[src/rtl/dual_grant_arbiter_12b_pkg.sv]
// Shared types and constants for the 12-requester dual-slot arbiter.
// Round-robin priority is enabled by defining DUAL_ARB_ROUND_ROBIN_EN.
package dual_grant_arbiter_12b_pkg;

    localparam int N_REQ    = 12;
    localparam int IDX_W    = 4;
    localparam int TENURE_W = 8;

    localparam logic [IDX_W-1:0] IDX_NONE = 4'hF;
    localparam logic [IDX_W-1:0] PTR_TOP  = 4'd11;

    typedef enum logic {
        SLOT_IDLE,
        SLOT_OWNED
    } slot_state_e;

    function automatic logic [N_REQ-1:0] idx_onehot(input logic valid, input logic [IDX_W-1:0] idx);
        logic [N_REQ-1:0] v;
        v = '0;
        if (valid) begin
            v[idx] = 1'b1;
        end
        return v;
    endfunction

endpackage

[src/rtl/dual_grant_arbiter_12b_pick.sv]
// Combinational dual-priority picker: first and second highest-priority set bits.
// With DUAL_ARB_ROUND_ROBIN_EN the order starts at ptr_i and wraps downward.
module dual_pick_12b
    import dual_grant_arbiter_12b_pkg::*;
(
    input  logic [N_REQ-1:0] elig_i,
`ifdef DUAL_ARB_ROUND_ROBIN_EN
    input  logic [IDX_W-1:0] ptr_i,
`endif
    output logic [IDX_W-1:0] first_idx_o,
    output logic             first_valid_o,
    output logic [IDX_W-1:0] second_idx_o,
    output logic             second_valid_o
);

    logic [IDX_W-1:0] ptr;
    logic [IDX_W:0]   first_pick;
    logic [IDX_W:0]   second_pick;

    // Scans from lowest to highest priority so the last hit is the winner.
    function automatic logic [IDX_W:0] pick_top(input logic [N_REQ-1:0] vec, input logic [IDX_W-1:0] top);
        logic [IDX_W:0] r;
        int             j;
        r = {1'b0, IDX_NONE};
        for (int k = N_REQ - 1; k >= 0; k--) begin
            j = int'(top) - k;
            if (j < 0) begin
                j = j + N_REQ;
            end
            if (vec[j[IDX_W-1:0]]) begin
                r = {1'b1, j[IDX_W-1:0]};
            end
        end
        return r;
    endfunction

`ifdef DUAL_ARB_ROUND_ROBIN_EN
    assign ptr = ptr_i;
`else
    assign ptr = PTR_TOP;
`endif

    always_comb begin
        first_pick  = pick_top(elig_i, ptr);
        second_pick = pick_top(elig_i & ~idx_onehot(first_pick[IDX_W], first_pick[IDX_W-1:0]), ptr);
    end

    assign first_valid_o  = first_pick[IDX_W];
    assign first_idx_o    = first_pick[IDX_W-1:0];
    assign second_valid_o = second_pick[IDX_W];
    assign second_idx_o   = second_pick[IDX_W-1:0];

endmodule

[src/rtl/dual_grant_arbiter_12b.sv]
// Two-slot arbiter for 12 requesters with tenure timeout and same-edge refill.
// Define DUAL_ARB_ROUND_ROBIN_EN to replace fixed priority with a rotating pointer.
module dual_grant_arbiter_12b
    import dual_grant_arbiter_12b_pkg::*;
#(
    parameter int HOLD_MAX = 15
) (
    input  logic             clk,
    input  logic             rst_n,
    input  logic [N_REQ-1:0] req,
    output logic [N_REQ-1:0] gnt,
    output logic             gnt_a_valid,
    output logic [IDX_W-1:0] gnt_a_idx,
    output logic             gnt_b_valid,
    output logic [IDX_W-1:0] gnt_b_idx,
    output logic [N_REQ-1:0] revoked,
    output logic             busy
);

    localparam logic [TENURE_W-1:0] HOLD_LAST = TENURE_W'(HOLD_MAX - 1);

    slot_state_e         st_q  [2];
    slot_state_e         st_d  [2];
    logic [IDX_W-1:0]    own_q [2];
    logic [IDX_W-1:0]    own_d [2];
    logic [TENURE_W-1:0] cnt_q [2];
    logic [TENURE_W-1:0] cnt_d [2];
    logic [N_REQ-1:0]    revoked_q;
    logic [N_REQ-1:0]    revoked_d;
    logic [N_REQ-1:0]    own_mask;
    logic [N_REQ-1:0]    elig;
    logic [IDX_W-1:0]    first_idx;
    logic [IDX_W-1:0]    second_idx;
    logic                first_valid;
    logic                second_valid;
`ifdef DUAL_ARB_ROUND_ROBIN_EN
    logic [IDX_W-1:0]    ptr_q;
    logic [IDX_W-1:0]    ptr_d;
    logic                grant_made;
    logic [IDX_W-1:0]    last_idx;
`endif

    dual_pick_12b u_pick (
        .elig_i         (elig),
`ifdef DUAL_ARB_ROUND_ROBIN_EN
        .ptr_i          (ptr_q),
`endif
        .first_idx_o    (first_idx),
        .first_valid_o  (first_valid),
        .second_idx_o   (second_idx),
        .second_valid_o (second_valid)
    );

    // Every current owner is masked from eligibility, so a slot freed this edge
    // can never go straight back to the requester that just lost it.
    always_comb begin
        revoked_d = revoked_q & req;
        own_mask  = '0;
        for (int s = 0; s < 2; s++) begin
            st_d[s]  = st_q[s];
            own_d[s] = own_q[s];
            cnt_d[s] = cnt_q[s];
            if (st_q[s] == SLOT_OWNED) begin
                own_mask = own_mask | idx_onehot(1'b1, own_q[s]);
                if (!req[own_q[s]]) begin
                    st_d[s] = SLOT_IDLE;
                end else if (HOLD_MAX != 0 && cnt_q[s] == HOLD_LAST) begin
                    st_d[s]              = SLOT_IDLE;
                    revoked_d[own_q[s]]  = 1'b1;
                end else if (cnt_q[s] != '1) begin
                    cnt_d[s] = cnt_q[s] + 1'b1;
                end
                if (st_d[s] == SLOT_IDLE) begin
                    own_d[s] = IDX_NONE;
                    cnt_d[s] = '0;
                end
            end
        end

        elig = req & ~revoked_q & ~own_mask;

`ifdef DUAL_ARB_ROUND_ROBIN_EN
        grant_made = 1'b0;
        last_idx   = first_idx;
`endif
        if (first_valid) begin
            if (st_d[0] == SLOT_IDLE) begin
                st_d[0]  = SLOT_OWNED;
                own_d[0] = first_idx;
                cnt_d[0] = '0;
`ifdef DUAL_ARB_ROUND_ROBIN_EN
                grant_made = 1'b1;
`endif
                if (st_d[1] == SLOT_IDLE && second_valid) begin
                    st_d[1]  = SLOT_OWNED;
                    own_d[1] = second_idx;
                    cnt_d[1] = '0;
`ifdef DUAL_ARB_ROUND_ROBIN_EN
                    last_idx = second_idx;
`endif
                end
            end else if (st_d[1] == SLOT_IDLE) begin
                st_d[1]  = SLOT_OWNED;
                own_d[1] = first_idx;
                cnt_d[1] = '0;
`ifdef DUAL_ARB_ROUND_ROBIN_EN
                grant_made = 1'b1;
`endif
            end
        end
    end

`ifdef DUAL_ARB_ROUND_ROBIN_EN
    // The next search starts just below the most recent winner, wrapping 0 -> 11.
    always_comb begin
        ptr_d = ptr_q;
        if (grant_made) begin
            ptr_d = (last_idx == '0) ? PTR_TOP : last_idx - 1'b1;
        end
    end

    always_ff @(posedge clk or negedge rst_n) begin
        if (!rst_n) begin
            ptr_q <= PTR_TOP;
        end else begin
            ptr_q <= ptr_d;
        end
    end
`endif

    always_ff @(posedge clk or negedge rst_n) begin
        if (!rst_n) begin
            for (int s = 0; s < 2; s++) begin
                st_q[s]  <= SLOT_IDLE;
                own_q[s] <= IDX_NONE;
                cnt_q[s] <= '0;
            end
            revoked_q <= '0;
        end else begin
            for (int s = 0; s < 2; s++) begin
                st_q[s]  <= st_d[s];
                own_q[s] <= own_d[s];
                cnt_q[s] <= cnt_d[s];
            end
            revoked_q <= revoked_d;
        end
    end

    assign gnt_a_valid = (st_q[0] == SLOT_OWNED);
    assign gnt_b_valid = (st_q[1] == SLOT_OWNED);
    assign gnt_a_idx   = own_q[0];
    assign gnt_b_idx   = own_q[1];
    assign gnt         = idx_onehot(gnt_a_valid, own_q[0]) | idx_onehot(gnt_b_valid, own_q[1]);
    assign revoked     = revoked_q;
    assign busy        = gnt_a_valid | gnt_b_valid;

endmodule

[config.mk]
export PLATFORM = sky130hd
export DESIGN_NAME = dual_grant_arbiter_12b
export DESIGN_NICKNAME = d
export VERILOG_FILES = /design/src/rtl/dual_grant_arbiter_12b_pkg.sv /design/src/rtl/dual_grant_arbiter_12b_pick.sv /design/src/rtl/dual_grant_arbiter_12b.sv
export SDC_FILE = /design/constraint.sdc
export NUM_CORES = 1
export LEC_CHECK = 0
export ABC_AREA = 1
export CORE_MARGIN = 3
export CORE_UTILIZATION = 35
export CTS_CLUSTER_SIZE = 14
export DETAILED_ROUTE_END_ITERATION = 10
export GPL_ROUTABILITY_DRIVEN = 0
export PLACE_DENSITY_LB_ADDON = 0.2
export SKIP_LAST_GASP = 1
export SLEW_MARGIN = 20
export SYNTH_ARGS = -nofsm -noshare
export SYNTH_HDL_FRONTEND = slang
export SYNTH_SLANG_ARGS = --single-unit
[constraint.sdc]
create_clock -name clk -period 6.45 [get_ports clk]
set_input_delay 1.29 -clock clk [delete_from_list [all_inputs] [get_ports clk]]
set_output_delay 1.29 -clock clk [all_outputs]
set_load 0.1 [all_outputs]
==> out/qor.csv <==
metric,value,unit
powerDensity,460.8,mW/mm2
rows,33,
syn_area_per_cell,6.477,um2
diodes,0,
setup_viol,0,
worstRegToRegCells,14,
vias_per_cell,5.232,
yosysSeqAreaShare,30.84,%
port_buffers,48,
hpwl,7612,um
grt_pass1_wl,15810,um
critPathKind,reg -> out,
hold_depth,2,
start_util,36.99,%
via_count,3333,
final_cell_area,0.003796,mm2
hold_viol,0,
startpoint,gnt_a_idx[0],
clock_latency,0.30,ns
drive_gt1_share,12.59,%
post_cts_buffers,0,
fp.dieH,100.3,um
tightest_slew,0.9824,ns
yosysUniqueCellTypes,40,
dpl_cell_area,0.003701,mm2
die_area,0.01007,mm2
ant_nets,0,
cts_buffers,5,
slew_violations,0,
grt_pass1_vias,3267,
netlist_instances,481,
end_kind,output port,
h-tree-depth,2,
rsz0062_at_grt,no,
finalCriticalPeriod,4.043,ns
ios,49,
drtIter0Drc,202,
rr_endpoint,cnt_q[11],
leakage,1.789,nW
firstDrtPassIters,5,
fin_util,45.07,%
synth_area_leader_cell,dfrtp_1,
grt_util_all_layers,19.67,%
ir_worst_vdd,0.2276,mV
relSlewSlack,34.30,%
fin_setup_tns,0,ns
layout_setup_ws,2.407,ns
worstReg2RegStart,gnt_a_idx[0],
startpoint_type,flop,
cts_tree,done,
dieWidth,100.3,um
synthTopCellsByArea,"dfrtp_1 (24%), nand2_1 (14%), nor2_1 (8.2%)",
syn_area,0.003115,mm2
holdWs,0.5381,ns
max_freq,247.3,MHz
worstHoldEndpoint,revoked[1],
post_drt_wl_per_cell,15.24,um
regToRegSetupSlack,3.04,ns
clockBufferDepth,2,
post_cts_resized,0,
slowest_stage,clkdlybuf4s50_1,
drc_errors,0,
grt-ovfl-total,0,
cp.arrival,2.75,ns
cp_top_family,buffers and inverters,
worstPathCellList,inv_1 > nor2_1 > inv_1 > nor2_1 > nor2_1 > inv_1 > clkdlybuf4s50_1,
min_from,revoked[1],
synth-async-reset-ratio,100.0,%
antenna_found_initial,0,
critPathBufInv,4,
fin_crit_sh,62.68,%
syn_nets,499,
final_nets,549,
hold_path_class,reg -> reg,
postCtsHoldBufs,0,
synth_flop_cell,dfrtp_1,
wl,9709,um
grt_max_degree,39,
synth_edf_count,0,
area_growth,21.85,%
path_clk_slew,0.08,ns
yosysWarnings,0,
maxCapViolations,0,
cts.sinks,38,
slowest_delay,1.12,ns
cts-root-buf,clkbuf_8,
synth_top_area_share,24.10,%
cp_data_required_time,5.16,ns
status,finished clean,
dp_slack,2.205,ns
coreArea,0.008423,mm2
ys_seq_elements,38,
path_max_fanout,5,
fin_worst_skew,0.008951,ns
-- logic make-up after synthesis --
logic type | Yosys count | synth area share (%)
adders and majority gates | 4 | 1.606
xor gates and xnor gates | 4 | 1.124
and+or+nand+nor | 265 | 38.47
DFF | 38 | 30.84
buffers and inverters | 86 | 10.44
AOI/OAI and AO/OA | 84 | 17.51
-- sequential cells by signal (all words and copies together), names as in the netlist --
signal       flops
cnt_q           16
gnt_a_idx        4
gnt_b_idx        4
revoked         12
gnt_a_valid      1
gnt_b_valid      1
-- cells in the mapped netlist (3+ instances only) --
cell type  instances
xor2_1             4
ha_1               4
a21oi_1           11
nand2_2           12
nor2_2             7
o221ai_1           5
dfrtp_1           30
o21ai_1            5
o2111ai_1          3
o22ai_1            9
nand4_1            4
inv_2             12
clkinv_1           3
nor2_1            68
o21ai_0           26
nand3_2            8
nand2_1          117
o311ai_0           7
inv_1             66
nand3_1           30
dfstp_2            8
a21oi_2            5
clkbuf_1           3
nor3_1            11
-- cell usage in the layout, fill, tap and decap left out, types with 3 or more instances in the layout --
cell type,n
xor2_1,4
a21oi_1,11
o21ai_1,5
nand2_1,117
dfstp_2,8
inv_2,12
ha_1,4
nor2_1,68
nand2_2,12
o221ai_1,5
dfrtp_1,30
o22ai_1,9
o311ai_0,7
nand3_2,8
clkbuf_8,6
nor3_1,11
clkdlybuf4s50_1,47
o2111ai_1,3
nor2_2,7
nand3_1,30
a21oi_2,5
clkinv_1,3
nand4_1,4
o21ai_0,26
inv_1,66
-- metrics by stage --
step / instances / total power (W)
floorplan: 481 / 0.001275
global placement: 629 / 0.001560
detailed placement: 629 / 0.001565
CTS: 637 / 0.001749
global route: 637 / 0.001868
finish: 637 / 0.001749
-- layer usage --
layer	wire length [um]	track usage, %	vias up
met5	0	0	-
li1	-	-	1671
met2	4541	33.28	120
met4	252	6.632	0
met1	4293	25.28	1515
met3	621	3.475	27
-- cell type report --
cell class | instances | area (um2)
timing repair buffer | 48 | 475.5
clock buffer | 6 | 82.58
clock inverter | 2 | 12.51
multi-input combinational | 357 | 1829
tap | 105 | 131.4
fill | 891 | 4627
sequential | 38 | 960.9
inverter | 81 | 304.0
-- tightest hold or removal path, cell delays in order (launching register included) --
cell	delay, ns
dfrtp_1	0.38
nand2_1	0.06
o221ai_1	0.06
-- worst max-delay path by stage --
stage                     cells past startpoint  endpoint  slack [ns]
after floorplan                               5    gnt[8]        2.98
after global placement                       14  cnt_q[5]        2.30
after detailed placement                     12  cnt_q[5]        2.20
after CTS                                     7    gnt[9]        2.43
after global routing                         12  cnt_q[5]        2.20
final                                         7    gnt[9]        2.41
-- power by group --
part | total [W] | internal (W) | switching [W]
Clock | 0.000179 | 0.0000861 | 0.0000926
Combinational | 0.00122 | 0.000292 | 0.000926
Sequential | 0.000353 | 0.000292 | 0.0000607
No activity file was read; power rests on OpenSTA's default activity.
